--- src/rtl/data_ram_arbiter.sv ---
// data_ram_arbiter: shares one single-port synchronous data RAM between the CPU
// load/store port and an external (debug/loader) port. One access per cycle,
// req/gnt handshake, read data returned one cycle after the grant.
// Build option: ARB_ROUND_ROBIN_EN selects strict alternation on ties instead of
// CPU fixed priority with the EXT_MAX_WAIT starvation override.
module data_ram_arbiter #(
    parameter int unsigned ADDR_WIDTH   = 8,
    parameter int unsigned DATA_WIDTH   = 32,
    parameter int unsigned EXT_MAX_WAIT = 4
) (
    input  logic                  clk,
    input  logic                  reset,
    input  logic                  cpu_req,
    input  logic                  cpu_we,
    input  logic [ADDR_WIDTH-1:0] cpu_addr,
    input  logic [DATA_WIDTH-1:0] cpu_wdata,
    output logic                  cpu_gnt,
    output logic                  cpu_stall,
    output logic                  cpu_rvalid,
    output logic [DATA_WIDTH-1:0] cpu_rdata,
    input  logic                  ext_req,
    input  logic                  ext_we,
    input  logic [ADDR_WIDTH-1:0] ext_addr,
    input  logic [DATA_WIDTH-1:0] ext_wdata,
    output logic                  ext_gnt,
    output logic                  ext_rvalid,
    output logic [DATA_WIDTH-1:0] ext_rdata,
    output logic                  ram_en,
    output logic                  ram_we,
    output logic [ADDR_WIDTH-1:0] ram_addr,
    output logic [DATA_WIDTH-1:0] ram_wdata,
    input  logic [DATA_WIDTH-1:0] ram_rdata
);

    typedef enum logic [1:0] {OwnIdle, OwnCpu, OwnExt} owner_t;

    owner_t                owner_q, owner_d;
    logic                  rd_pend_q, rd_pend_d;
    logic [DATA_WIDTH-1:0] cpu_rdata_q, ext_rdata_q;

`ifdef ARB_ROUND_ROBIN_EN
    owner_t                last_q, last_d;
`else
    localparam logic [3:0] MaxWait = 4'(EXT_MAX_WAIT);
    logic [3:0]            wait_cnt, wait_d;
`endif

    // Grant selection; nothing is granted while reset is asserted.
    always_comb begin
        cpu_gnt = 1'b0;
        ext_gnt = 1'b0;
        if (reset) begin
            if (cpu_req && ext_req) begin
`ifdef ARB_ROUND_ROBIN_EN
                if (last_q == OwnCpu) begin
                    ext_gnt = 1'b1;
                end else begin
                    cpu_gnt = 1'b1;
                end
`else
                if (wait_cnt == MaxWait) begin
                    ext_gnt = 1'b1;
                end else begin
                    cpu_gnt = 1'b1;
                end
`endif
            end else if (cpu_req) begin
                cpu_gnt = 1'b1;
            end else if (ext_req) begin
                ext_gnt = 1'b1;
            end
        end
    end

    // RAM port mux, stall, and next-state for owner/read-pending/fairness state.
    always_comb begin
        ram_en    = cpu_gnt | ext_gnt;
        ram_we    = ext_gnt ? ext_we : (cpu_gnt & cpu_we);
        ram_addr  = ext_gnt ? ext_addr : cpu_addr;
        ram_wdata = ext_gnt ? ext_wdata : cpu_wdata;
        cpu_stall = cpu_req & ~cpu_gnt;

        owner_d   = OwnIdle;
        if (cpu_gnt) begin
            owner_d = OwnCpu;
        end else if (ext_gnt) begin
            owner_d = OwnExt;
        end
        rd_pend_d = ram_en & ~ram_we;

`ifdef ARB_ROUND_ROBIN_EN
        last_d = last_q;
        if (cpu_gnt) begin
            last_d = OwnCpu;
        end else if (ext_gnt) begin
            last_d = OwnExt;
        end
`else
        wait_d = wait_cnt;
        if (!ext_req || ext_gnt) begin
            wait_d = '0;
        end else if (wait_cnt < MaxWait) begin
            wait_d = wait_cnt + 4'd1;
        end
`endif
    end

    // Read return: the previous cycle's owner sees the RAM output; the other side holds.
    always_comb begin
        cpu_rvalid = reset & rd_pend_q & (owner_q == OwnCpu);
        ext_rvalid = reset & rd_pend_q & (owner_q == OwnExt);
        cpu_rdata  = '0;
        ext_rdata  = '0;
        if (reset) begin
            cpu_rdata = cpu_rvalid ? ram_rdata : cpu_rdata_q;
            ext_rdata = ext_rvalid ? ram_rdata : ext_rdata_q;
        end
    end

    // State registers with synchronous active-low reset.
    always_ff @(posedge clk) begin
        if (!reset) begin
            owner_q     <= OwnIdle;
            rd_pend_q   <= 1'b0;
            cpu_rdata_q <= '0;
            ext_rdata_q <= '0;
`ifdef ARB_ROUND_ROBIN_EN
            last_q      <= OwnExt;
`else
            wait_cnt    <= '0;
`endif
        end else begin
            owner_q   <= owner_d;
            rd_pend_q <= rd_pend_d;
            if (cpu_rvalid) begin
                cpu_rdata_q <= ram_rdata;
            end
            if (ext_rvalid) begin
                ext_rdata_q <= ram_rdata;
            end
`ifdef ARB_ROUND_ROBIN_EN
            last_q    <= last_d;
`else
            wait_cnt  <= wait_d;
`endif
        end
    end

endmodule

--- config.mk ---
export PLATFORM = sky130hd
export DESIGN_NAME = data_ram_arbiter
export DESIGN_NICKNAME = d
export VERILOG_FILES = /design/src/rtl/data_ram_arbiter.sv
export SDC_FILE = /design/constraint.sdc
export NUM_CORES = 1
export LEC_CHECK = 0
export CAP_MARGIN = 0
export CELL_PAD_IN_SITES_DETAIL_PLACEMENT = 1
export CELL_PAD_IN_SITES_GLOBAL_PLACEMENT = 2
export CORE_AREA = 3 3 164 118
export CTS_CLUSTER_SIZE = 20
export DETAILED_ROUTE_END_ITERATION = 12
export DIE_AREA = 0 0 167 121
export HOLD_SLACK_MARGIN = 0.12
export PLACE_DENSITY = 0.91
export SLEW_MARGIN = 20
export SYNTH_ARGS = -nofsm -noshare
export SYNTH_HDL_FRONTEND = slang
export SYNTH_SLANG_ARGS = --single-unit
export TNS_END_PERCENT = 30
--- constraint.sdc ---
create_clock -name clk -period 1.9 [get_ports clk]
set_input_delay 0.285 -clock clk [delete_from_list [all_inputs] [get_ports clk]]
set_output_delay 0.285 -clock clk [all_outputs]
set_load 0.01 [all_outputs]
# Yosys cells after proc, flatten, opt, wreduce, memory -nomap -nowiden
# Cells that the tools add are included.
# totals
word_cells	44
inputBits	118
regBits	71
output_inout_bits	111
# op_classes
order_cmp	1
n_eq_ne	3
n_reduce_logical	5
bitwise	10
muxes	18
addsub	1
# ops
cell	n
$mux W32	5
$mux W1	11
$mux W8	1
$and A1 B1 Y1	6
$add A4 B1 Y4 const B	1
$eq A4 B3 Y1 const B	1
$lt A4 B3 Y1 const B	1
$reduce_or A2 Y1	2
$not A1 Y1	3
$eq A2 B1 Y1 const B	1
$eq A2 B2 Y1 const B	1
$mux W2	1
$logic_and A1 B1 Y1	1
$logic_not A1 Y1	1
$logic_or A1 B1 Y1	1
$or A1 B1 Y1	1

# Longest topological paths before layout
# Gate-level depths: netlist of run 1.
# logic_depth
word_depth	8
depth_mapped	6
ltp_nobuf	5

# Least setup slack after synthesis of run 1
# OpenSTA, ideal clock, no wires.
# synth_timing
path_type	flip-flop to output port
start	register wait_cnt[0]
end	output ram_wdata[24]
arrival_time_ns	1.463
setup_slack_ns	0.152
stages_incl_launch_ff	7
n_path_buf	1
required_time_ns	1.615
cell_sequence	dfxtp_1 -> inv_1 -> ha_1 -> nand3b_4 -> a21oi_4 -> buf_6 -> mux2_2
# synth_between
elab_chain_cells	5
# synth_rtl
element	line_no	source
start: declaration	45	logic [3:0] wait_cnt, wait_d;
start signal: assignment	144	wait_cnt <= wait_d;
$eq A4 B3 Y1	61	if (wait_cnt == MaxWait) begin
$mux W1	61	
$mux W1	53	if (cpu_req && ext_req) begin
$mux W1	52	if (reset) begin
net ext_gnt	25	output logic ext_gnt,
$mux W32	80	ram_wdata = ext_gnt ? ext_wdata : cpu_wdata;
end: declaration	31	output logic [DATA_WIDTH-1:0] ram_wdata,
# The timed path passes the listed nets, and every way through them passes these cells.

# Worst setup path after layout of run 1
# layout_timing
start	register wait_cnt[1]
end	output ram_wdata[9]
# layout_between
elab_chain_cells	5
# layout_rtl
element	line_no
$eq A4 B3 Y1	61
$mux W1	61
$mux W1	53
$mux W1	52
$mux W32	80
# Every way passes these cells.

==> metrics.md, run 1 <==
| Metric | Value |
|---|---|
| Nets@finish | about 740 |
| Critical path arrival | 1.98 ns |
| Clk slew on worst S/H paths | about 0.060 ns |
| Crit path to | ram_wdata[9] |
| DRT iter0 DRCs | approximately 140 |
| Largest family of logic cells by synthesized area | simple AND/OR/NAND/NOR gates |
| Mapped Cells | 360 |
| DR vias | roughly 3600 |
| Sequential power share | roughly 37% |
| Most frequent cells in the layout | 130 x nand2_1, 116 x clkdlybuf4s50_1, 67 x dfxtp_1 |
| Synth Net Count | 480 |
| P per Cell Area | 609 mW/mm2 |
| Tmin final | 2.26 ns |
| FF-to-FF path depth | 8 |
| Critical Path Start Type | flip-flop |
| Total routed wirelength | between 15000 and 20000 um |
| Peak supply drop | 0.000336 V |
| Num rows | 41 |
| Failing checks | negative setup slack |
| Pint | between 0.003 and 0.004 W |
| Synth top area cells | dfxtp_1 44%, nand2_1 15%, a21boi_0 12% |
| Hold_ws | 0.452 ns |
| H-tree depth | 3 |
| Worst Tran Pin Value | ~0.37 ns |
| Layout area overhead | 113% |
| Share of layout cells above drive strength 1 | a little over two fifths |
| Non-filler cells, final | 859 |
| Post-route setup slack | -0.362 ns |
| Post-synth top area share | between 40% and 50% |
| Num CTS Buffers | 9 |
| Clock root buffer | clkbuf_16 |
| LEAKAGE | about 2.7 nW |
| Worst slack at placement | -0.554 ns |
| Worst Path Required | between 1.5 and 2 ns |
| Worst rel slew slack | between 70% and 80% |
| Die width | roughly 170 um |
| Drt via density | between 4 and 5 |
| Post-synthesis mux area share | about 14% |
| R2r endpoint | wait_cnt[1]$_SDFFE_PP0N_ |
| Most used cell along the critical path | buf_6 |
| Critical-path cell list | inv_2 -> ha_4 -> nand3b_4 -> a21oi_4 -> buf_6 -> buf_12 -> buf_16 -> mux2_4 -> buf_6 |
| Grt total ovfl | 0 |
| Max cap viols | 0 |
| Crit share post-route | 119% |
| Initial cell density of the core | about 18% |
| Detailed-placement wirelength estimate | between 10000 and 15000 um |
| Unique masters post-synth | 27 |
| Placed instance count | around 830 |
| Most common cell after layout, fill and taps aside | nand2_1 |
| Total track usage | between 10% and 20% |
| Adder-cell share of the synthesized area | 0.782% |
| Avg Inst Size Synth | ~8.9 um2 |
| RSZ-0062 raised after global routing | true |
| DRC violations left | 0 |
| Ant. Diodes | 0 |
| Crit-path slowest cell | dfxtp_2 |
| Routed Antenna Nets | 0 |
| Fmax | roughly 440 MHz |
| Sw Share | between 20 and 25% |
| R2r setup slk | roughly 0.56 ns |
| Initial antenna violation count | 0 |
| Xor/xnor share of the synthesized area | less than 1% |
| Crit-path max cell delay | 0.32 ns |
| Hold crit path type | flip-flop to flip-flop |
| Reg-to-reg startpoint | wait_cnt[0]$_SDFFE_PP0N_ |
| First-pass GRT wire length | roughly 22000 um |
| Drt pass-1 iters | 4 |
| Crit Path Category | flip-flop to output pin |
| Clock Power Share | 43.7% |
| Die height | about 120 um |
| Largest net degree at the start of global routing | 43 |
| CP max FO | 4 |
| Compound-Gate Fraction of Synth Area | between 10% and 20% |
| Clock latency on the worst-skew pair | about 0.33 ns |
| Synth Cell Area | about 0.0032 mm2 |
| Status | complete, but fails checks |
| FILL cells | roughly 2000 |
| Core ar. | 0.0179 mm2 |
| Max Buffers Root-to-Sink | 2 |
| PortBufs | between 200 and 250 |
| Ys Warns | 0 |
| Hold Violations, Final | 0 |
| TritonCTS clock tree | yes |
| CTS Hold Bufs | 0 |
| Wirelength per Cell | 17.7 um |
| Yosys reg bits | 71 |
| Post-synth top area cell | dfxtp_1 |
| Die area | 0.0202 mm2 |
| Num Clock Sinks | 71 |
| # setup viols final | 74 |
| Sw Pwr | between 0.0009 and 0.001 W |
| Synth Area in Simple Gates | 18.4% |
| CP endpoint kind | output pin |
| Register area share after synthesis | about 44% |
| Comb pwr share | 19.7% |
| Final count of pins violating max slew | 0 |
| Ports | around 230 |
| Clock skew after layout | 0.00752 ns |
| Vias in the first global route | roughly 4100 |
| Gpl congestion | 0.778 |
| Origin of the worst setup path | wait_cnt[1]$_SDFFE_PP0N_ |
==> routing by layer <==
metal	part of all wire [%]	GRT usage, %	up-vias
met5	0	0	-
met4	0.87	2.83	0
met3	5.6	4.04	10
met2	51	25.3	136
met1	43	16.6	1713
li1	-	-	1709
==> per-stage QoR <==
| step | total power [W] | setup TNS [ns] | utilization (%) | area (um2) |
|---|---|---|---|---|
| floorplan | 0.00175 | 0 | - | 3200 |
| global placement | 0.00221 | -31.44 | 32.9 | 5890 |
| detailed placement | 0.00223 | -35.46 | 32.9 | 5890 |
| CTS | 0.00412 | -20.02 | 36.3 | 6510 |
| global route | 0.00433 | -21.89 | 38.1 | 6820 |
| finish | 0.00415 | -13.35 | 38.1 | 6820 |
==> Yosys cell counts <==
master and count:
a211oi_1 1, a21boi_0 51, a21boi_1 13, a21o_1 1, a21oi_1 5, a21oi_4 1
and3b_1 1, buf_2 9, buf_6 4, clkbuf_1 11, dfxtp_1 71, ha_1 2
inv_1 4, inv_2 2, mux2_1 11, mux2_2 29, mux2i_1 1, nand2_1 130
nand2_2 1, nand3_1 1, nand3b_4 1, nand4b_2 2, nor2_1 1, nor2b_1 1
nor3_1 4, o21ai_0 1, xnor2_1 1
==> repair_timing <==
item | CTS | global route
pin swaps | 2 | 3
buffers inserted | 6 | 6
resized for setup | 464 | 147
gates cloned | 3 | 3
setup endpoints to repair | 111 | 110
==> power groups by stage <==
| stage | clock (W) | sequential [W] | combinational, W |
|---|---|---|---|
| floorplan | 0 | 0.00155 | 0.000205 |
| detailed placement | 0 | 0.00155 | 0.000681 |
| CTS | 0.00188 | 0.00152 | 0.000717 |
| finish | 0.00182 | 0.00152 | 0.000817 |
| global placement | 0 | 0.00155 | 0.000667 |
| global route | 0.00194 | 0.00152 | 0.000868 |
==> area by class of cell <==
class	count	area (um2)	share of cell area [%]
Inverter	6	25.0	0.367
Timing Repair Buffer	271	2760	40.5
Sequential cell	71	1430	20.9
Clock buffer	9	225	3.30
Clock inverter	7	97.6	1.43
Multi-Input combinational cell	259	1990	29.1
Tap cell	236	295	4.33
==> flip-flops by register name, summed over array words and instances, names as in the netlist <==
| register | flops |
|---|---|
| ext_rdata_q | 32 |
| rd_pend_q | 1 |
| owner_q | 2 |
| cpu_rdata_q | 32 |
| wait_cnt | 4 |
==> worst max-delay path: cells and delay by family (launching register included) <==
kind | cells | cell delay, ns
compound gates | 1 | 0.21
fa+ha+maj | 1 | 0.14
buf+inv | 5 | 0.57
simple gates | 1 | 0.10
flops | 1 | 0.32
mux | 1 | 0.30
==> how the worst min path moves through the flow <==
stage	end	cells after the start	slack, ns	start
after floorplan	owner_q[0]$_SDFF_PN0_	1	0.37	ext_req
after global placement	cpu_rdata_q[17]$_DFF_P_	2	0.45	cpu_rdata_q[17]$_DFF_P_
after detailed placement	ext_rdata_q[3]$_DFF_P_	2	0.45	ext_rdata_q[3]$_DFF_P_
after CTS	wait_cnt[0]$_SDFFE_PP0N_	4	0.44	reset
after global routing	cpu_rdata_q[25]$_DFF_P_	2	0.48	cpu_rdata_q[25]$_DFF_P_
final	cpu_rdata_q[25]$_DFF_P_	2	0.45	cpu_rdata_q[25]$_DFF_P_
==> cell families (layout without fill, tap and decap cells) <==
logic type / count (synthesis) / after routing
flip-flops: 71 / 71
adder cells (fa/ha/maj): 2 / 2
buffers and inverters: 30 / 293
AO/OA/AOI/OAI: 73 / 73
XOR/XNOR: 1 / 1
AND/OR/NAND/NOR: 142 / 142
multiplexers: 41 / 41
Power figures use the tool's default switching activity.
==> inputs of run 2 (changes only) <==
--- a/config.mk
+++ b/config.mk
@@ -8,12 +8,12 @@
 export CAP_MARGIN = 0
 export CELL_PAD_IN_SITES_DETAIL_PLACEMENT = 1
 export CELL_PAD_IN_SITES_GLOBAL_PLACEMENT = 2
-export CORE_AREA = 3 3 164 118
+export CORE_AREA = 3 3 174 125
 export CTS_CLUSTER_SIZE = 20
 export DETAILED_ROUTE_END_ITERATION = 12
-export DIE_AREA = 0 0 167 121
+export DIE_AREA = 0 0 177 128
 export HOLD_SLACK_MARGIN = 0.12
-export PLACE_DENSITY = 0.91
+export PLACE_DENSITY = 0.86
 export SLEW_MARGIN = 20
 export SYNTH_ARGS = -nofsm -noshare
 export SYNTH_HDL_FRONTEND = slang
==> constraint.sdc (replaced) <==
create_clock -name clk -period 1.8 [get_ports clk]
set_input_delay 0.27 -clock clk [delete_from_list [all_inputs] [get_ports clk]]
set_output_delay 0.27 -clock clk [all_outputs]
set_load 0.01 [all_outputs]
==> metrics.md, run 2 (synthesized netlist as in run 1, its figures left out) <==
| Metric | Value |
|---|---|
| RSZ-0062 raised after global routing | true |
| Clock Power Share | approximately 44% |
| P per Cell Area | ~640 mW/mm2 |
| Total track usage | a little over an eighth |
| Drt via density | around 4.0 |
| Hold Violations, Final | 0 |
| Wirelength per Cell | between 15 and 20 um |
| Gpl congestion | between 0.7 and 0.8 |
| Tmin final | between 2 and 2.5 ns |
| Layout area overhead | 116% |
| Worst Tran Pin Value | roughly 0.28 ns |
| Total routed wirelength | approximately 15000 um |
| DRT iter0 DRCs | just over 90 |
| Post-route setup slack | -0.424 ns |
| Comb pwr share | 19.8% |
| Core ar. | between 0.015 and 0.02 mm2 |
| Largest net degree at the start of global routing | 34 |
| Worst rel slew slack | between 80% and 90% |
| Failing checks | negative setup slack |
| First-pass GRT wire length | 22600 um |
| Critical path arrival | 1.95 ns |
| Final count of pins violating max slew | 0 |
| Nets@finish | approximately 750 |
| Hold crit path type | flip-flop to flip-flop |
| Max cap viols | 0 |
| Sw Pwr | ~0.001 W |
| Ports | 229 |
| Worst Path Required | between 1.5 and 2 ns |
| H-tree depth | 3 |
| Vias in the first global route | about 3900 |
| Status | complete, but fails checks |
| # setup viols final | between 80 and 90 |
| Die area | approximately 0.023 mm2 |
| CP endpoint kind | output pin |
| Clock latency on the worst-skew pair | ~0.33 ns |
| DRC violations left | 0 |
| Sw Share | a little under a quarter |
| LEAKAGE | ~2.8 nW |
| Crit share post-route | 124% |
| Die width | ~180 um |
| TritonCTS clock tree | yes |
| PortBufs | about 230 |
| Ant. Diodes | 0 |
| Die height | 128 um |
| Crit Path Category | flip-flop to output pin |
| Biggest regs | cpu_rdata_q x32, ext_rdata_q x32, wait_cnt x4 |
| Critical Path Start Type | flip-flop |
| Detailed-placement wirelength estimate | ~11000 um |
| Sequential power share | a little over a third |
| Clock root buffer | clkbuf_16 |
| CP max FO | 4 |
| Num Clock Sinks | between 70 and 80 |
| Clk slew on worst S/H paths | roughly 0.06 ns |
| Worst slack at placement | -0.607 ns |
| Grt total ovfl | 0 |
| Drt pass-1 iters | 4 |
| Share of layout cells above drive strength 1 | 47.5% |
| Clock skew after layout | about 0.006 ns |
| Initial antenna violation count | 0 |
| Setup TNS Final | -16.43 ns |
| Most common cell after layout, fill and taps aside | nand2_1 |
| DR vias | 3581 |
| Most frequent cells in the layout | 124 x nand2_1, 116 x clkdlybuf4s50_1, 66 x dfxtp_1 |
| Num rows | 43 |
| Peak supply drop | 0.000365 V |
| Initial cell density of the core | ~16% |
| Max Buffers Root-to-Sink | 2 |
| Routed Antenna Nets | 0 |
| Pint | roughly 0.0034 W |
| Fmax | around 450 MHz |
| Num CTS Buffers | 9 |
| Hold_ws | 0.452 ns |
## run 2: stage by stage
| stage | total power, W | cell area [um2] | utilization (%) | std cells |
|---|---|---|---|---|
| floorplan | 0.00185 | 3200 | - | 360 |
| global placement | 0.00234 | 5960 | 29.9 | 864 |
| detailed placement | 0.00235 | 5960 | 29.9 | 864 |
| CTS | 0.00448 | 6830 | 34.2 | 899 |
| global route | 0.00460 | 6900 | 34.6 | 900 |
| finish | 0.00440 | 6900 | 34.6 | 900 |
## run 2: area by class of cell
class                      count  area (um2)
fill                        2247       13100
clock inverter                 7        87.6
tap                          270         338
sequential                    71        1430
timing repair buffer         278        2730
inverter                       6        37.5
multi-input combinational    259        2060
clock buffer                   9         225
## run 2: power by group through the flow
stage                     sequential (W)  clock (W)  combinational [W]
after floorplan                  0.00163          0           0.000217
after global placement           0.00163          0           0.000710
after detailed placement         0.00164          0           0.000717
after CTS                        0.00160    0.00200           0.000872
after global routing             0.00160    0.00207           0.000926
final                            0.00160    0.00192           0.000870
## run 2: worst paths after layout
| kind | startpoint | end | slack, ns | cells past startpoint |
|---|---|---|---|---|
| worst min-delay path | ext_rdata_q[25]$_DFF_P_ | ext_rdata_q[25]$_DFF_P_ | 0.45 | 2 |
| worst max-delay path | wait_cnt[1]$_SDFFE_PP0N_ | ram_wdata[4] | -0.42 | 9 |
| worst min register to register | ext_rdata_q[25]$_DFF_P_ | ext_rdata_q[25]$_DFF_P_ | 0.45 | 2 |
| worst max register to register | wait_cnt[0]$_SDFFE_PP0N_ | rd_pend_q$_SDFF_PN0_ | 0.39 | 8 |
## run 2: worst max-delay path: stages (launching register included)
cell and delay (ns):
dfxtp_2 0.32, inv_2 0.06, ha_4 0.15, nand3b_4 0.09, a21oi_4 0.18, buf_6 0.14, buf_6 0.12, buf_16 0.12
mux2_4 0.30, buf_6 0.12
## run 2: metal layers
layer	global-route usage, %	up-vias	wire (um)	share of wire (%)
met5	0	-	0	0
met4	2.40	0	149	0.99
met3	5.83	14	1330	8.9
met2	21.9	136	7210	48
met1	15.7	1697	6320	42
li1	-	1734	-	-
## run 2: what timing repair did
| item | CTS | global route |
|---|---|---|
| gates cloned | 8 | 0 |
| hold buffers | 0 | 0 |
| setup buffers | 11 | 3 |
| pin swaps | 12 | 5 |
| endpoints found under the setup margin | 111 | 109 |
| resized for setup | 688 | 34 |
==> inputs of run 3 (changes only) <==
--- a/config.mk
+++ b/config.mk
@@ -5,6 +5,7 @@
 export SDC_FILE = /design/constraint.sdc
 export NUM_CORES = 1
 export LEC_CHECK = 0
+export ABC_CLOCK_PERIOD_IN_PS = 1800
 export CAP_MARGIN = 0
 export CELL_PAD_IN_SITES_DETAIL_PLACEMENT = 1
 export CELL_PAD_IN_SITES_GLOBAL_PLACEMENT = 2
==> results of run 3 <==
The final DEF is identical to that of run 2; final timing and power are the same.
==> RTL edit 1 (settings of run 1) <==
Encoding of `owner_t`: now one-hot (3 bits for 3 values).
--- a/src/rtl/data_ram_arbiter.sv
+++ b/src/rtl/data_ram_arbiter.sv
@@ -32,7 +32,7 @@
     input  logic [DATA_WIDTH-1:0] ram_rdata
 );
 
-    typedef enum logic [1:0] {OwnIdle, OwnCpu, OwnExt} owner_t;
+    typedef enum logic [2:0] {OwnIdle = 3'b001, OwnCpu = 3'b010, OwnExt = 3'b100} owner_t;
 
     owner_t                owner_q, owner_d;
     logic                  rd_pend_q, rd_pend_d;
Check against the original RTL: same outputs for any inputs over 10 cycles, from zero or initial values and one cycle with reset low; not proved beyond that.
==> RTL edit 1 against run 1 <==
  * The run still ends with setup timing left
  * Total power increased by 5.0%
  * Routed wire length increased by 6.4%
  * Final cell count increased by 1.2%
  * Design area increased by 10%
  * Fmax decreased by 6.5%
  * Synthesized area increased by 6.1%
  * Register-to-register slack got worse by 0.44 ns
  * Largest power group unchanged
  * Sequential cell count increased by 1
  * Global-route usage increased by 0.42 points
  * Setup slack got worse by 0.16 ns
==> RTL edit 1: results <==
sta:
  skew_ns: 0.007126
  tightest_slew_ns: 0.3753
  finalWorstSetupSlack_ns: -0.5191
  clock.fmax_mhz: 413.4
  setup_viol: 108
global_routing:
  grt_use_met3: 0.03387
  grt_use_met2: 0.2447
  grt_pass1_wl_um: 22650
  first_global_vias: 3806
  grtUsageTotal: 0.1441
  grt_max_degree: 41
  grtUsageMet1: 0.1920
critical_path:
  worst-r2r-setup-slack_ns: 0.12
  regToRegStartpoint: "owner_q[0]"
  arrival_ns: 2.13
  worstPathMaxFanout: 11
  r2r-end: "ext_rdata_q[13]"
  slowest_delay_ns: 0.29
  crit_slowest_cell: "dfxtp_1"
place:
  post-place-ws_ns: -0.5830
  place_area_um2: 6070
  gp_congestion: 0.8989
  post-dp-hpwl_um: 10990
  dp_cells: 794
final_layout:
  top_regs: "cpu_rdata_q (32), ext_rdata_q (32), wait_cnt (4)"
  fillers: 1925
  drive_above_1_share: 0.5039
  num-nets-final: 748
routing:
  dr.first_iter.drc_count: 108
  vias: 3555
  wl_um: 16170
  vias_per_cell: 4.091
power:
  irDropWorstVdd_v: 0.0004274
  power.leakage_uw: 0.003165
yosys:
  seq_area_frac_synth: 0.4246
  synth_common_cells: "nand2_1, dfxtp_1, mux2i_1, mux2_4, buf_6"
  avgSynthCellArea_um2: 10.48
  yosysUniqueCellTypes: 25
  yosys-top-cells-area: "dfxtp_1, mux2i_1, mux2_4"
  syn-num-nets: 444
  synth-main-ff-cell: "dfxtp_1"
run_status:
  status: "complete, but fails checks"
  violations: "setup timing"
hold_path:
  min-delay-start: "ext_rdata_q[4]"
  min_path_type: "register to register"
  whs_endpoint: "ext_rdata_q[4]"
## RTL edit 1: worst max-delay path by stage
stage	startpoint	end	slack, ns	cells past startpoint
after floorplan	wait_cnt[0]	ram_wdata[24]	0.12	6
after global placement	ext_req	ram_wdata[31]	-0.53	6
after detailed placement	ext_req	ram_wdata[31]	-0.58	6
after CTS	owner_q[0]	cpu_rdata[14]	-0.76	5
after global routing	owner_q[0]	ext_rdata[9]	-0.61	8
final	owner_q[0]	ext_rdata[9]	-0.52	8
## RTL edit 1: final cells by class
cell class / instances / area (um^2) / share of cell area
Inverter: 4 / 15.01 / 0.001994
Clock inverter: 5 / 103.9 / 0.01379
Timing Repair Buffer: 316 / 3192 / 0.4240
Tap cell: 236 / 295.3 / 0.03922
Sequential cell: 72 / 1444 / 0.1918
Clock buffer: 11 / 242.7 / 0.03224
Multi-Input combinational cell: 225 / 2236 / 0.2970
## RTL edit 1: where the power goes
group          internal, uW  leakage (uW)  switching, uW
Combinational           547       0.00241            308
Clock                  1320      0.000170            660
Sequential             1520      0.000582           5.29
## RTL edit 1: stage by stage
stage	utilization	setup TNS, ns	hold slack [ns]
after floorplan	-	0	0.3769
after global placement	0.3390	-46.58	0.4498
after detailed placement	0.3390	-50.24	0.4618
after CTS	0.3852	-48.84	0.4696
after global routing	0.4205	-52.18	0.4913
final	0.4205	-42.12	0.4693
## RTL edit 1: cells by family (layout without fill, tap and decap cells)
kind of cell / count (synthesis) / in the layout / synth area share
and+or+nand+nor: 109 / 109 / 0.1316
muxes: 105 / 105 / 0.3575
DFF: 72 / 72 / 0.4246
buffers and inverters: 27 / 336 / 0.05676
AOI/OAI and AO/OA: 8 / 8 / 0.01954
adders and majority gates: 2 / 2 / 0.007371
xor gates and xnor gates: 1 / 1 / 0.002581
## RTL edit 1: critical path: cells and delay by family, from the launching register on
kind,cells,cell delay [ns]
DFF,1,0.29
muxes,1,0.23
and+or+nand+nor,2,0.56
buffers and inverters,5,0.72
## RTL edit 1: timing repair
action,in CTS,in global routing
buffers inserted,12,41
gates cloned,7,2
pin swaps,5,5
gates resized for setup,387,217
setup endpoints to repair,111,110
## RTL edit 1: routing by layer
layer / vias up / share of wire
li1: 1704 / -
met3: 9 / 0.036
met1: 1755 / 0.45
met4: 0 / 0.0058
met5: - / 0
met2: 87 / 0.51
==> RTL edit 2 (config.mk and constraints of run 1) <==
Without the edit above. `ADDR_WIDTH`: 8 -> 9.
--- a/src/rtl/data_ram_arbiter.sv
+++ b/src/rtl/data_ram_arbiter.sv
@@ -4,7 +4,7 @@
 // Build option: ARB_ROUND_ROBIN_EN selects strict alternation on ties instead of
 // CPU fixed priority with the EXT_MAX_WAIT starvation override.
 module data_ram_arbiter #(
-    parameter int unsigned ADDR_WIDTH   = 8,
+    parameter int unsigned ADDR_WIDTH   = 9,
     parameter int unsigned DATA_WIDTH   = 32,
     parameter int unsigned EXT_MAX_WAIT = 4
 ) (
Interface: changed (resized cpu_addr, ext_addr and ram_addr); port bits go from 229 to 232. No check against the original RTL was run, so the function may have changed too.
==> RTL edit 2 against run 1 <==
  * The run still ends with setup timing left
  * Sequential cell count is the same
  * Count of clock-buffer cells in the layout is the same
  * Design area grew 3.1%
  * Routed wire length grew 1.6%
  * Synthesized area grew 0.35%
  * Combinational power grew 1%
  * Total power shrank 6.3%
  * Critical path depth is the same
  * Setup slack lost 0.039 ns
==> RTL edit 2: results <==
sta:
  setup_viol: 82
  max_slew_margin: 0.7760
  skew_ns: 0.004905
  finalWorstSetupSlack_ns: -0.4005
place:
  placement.io_buffers: 231
  post-place-ws_ns: -0.7164
  post-dp-hpwl_um: 10830
routing:
  met3_length_um: 1052
  vias: 3731
  dr.first_iter.drc_count: 105
  wl_per_cell_um: 17.35
  wl_met1_um: 6144
global_routing:
  first_global_vias: 4263
  grtUsageMet1: 0.1715
  grt_pass1_wl_um: 23640
  grt_max_degree: 41
critical_path:
  r2r-end: "ext_rdata_q[27]"
  worstPathMaxFanout: 8
  regToRegStartpoint: "owner_q[0]"
yosys:
  yosys-top-cells-area: "dfxtp_1, nand2_1, a21boi_0"
  synth_cells: 361
power:
  irDropWorstVdd_v: 0.0003020
  p_comb_uw: 826
  netSwitchingPower_uw: 954.4
run_status:
  violations: "setup timing"
  status: "complete, but fails checks"
hold_path:
  whs_endpoint: "ext_rdata_q[4]"
## RTL edit 2: how the worst max path moves through the flow
stage                     start            end  slack [ns]  depth (start not counted)
floorplan           wait_cnt[0]  ram_wdata[24]        0.13                          6
global placement          reset   ext_rdata[2]       -0.68                          7
detailed placement        reset   ext_rdata[2]       -0.72                          7
CTS                 wait_cnt[1]  ram_wdata[18]       -0.54                          9
global route        wait_cnt[0]  ram_wdata[18]       -0.49                          9
finish              wait_cnt[0]   ram_wdata[5]       -0.40                          9
## RTL edit 2: area by class of cell
type,instances,area (um^2)
multi-input combinational,260,2137
clock buffer,9,225.2
fill,1996,10870
tap,236,295.3
timing repair buffer,301,2877
sequential,71,1430
inverter,6,22.52
clock inverter,7,47.55
## RTL edit 2: repair_timing
action / CTS / global route
setup endpoints to repair: 112 / 109
pin swaps: 20 / 20
gates cloned: 4 / 1
setup buffers: 37 / 5
gates resized for setup: 624 / 132
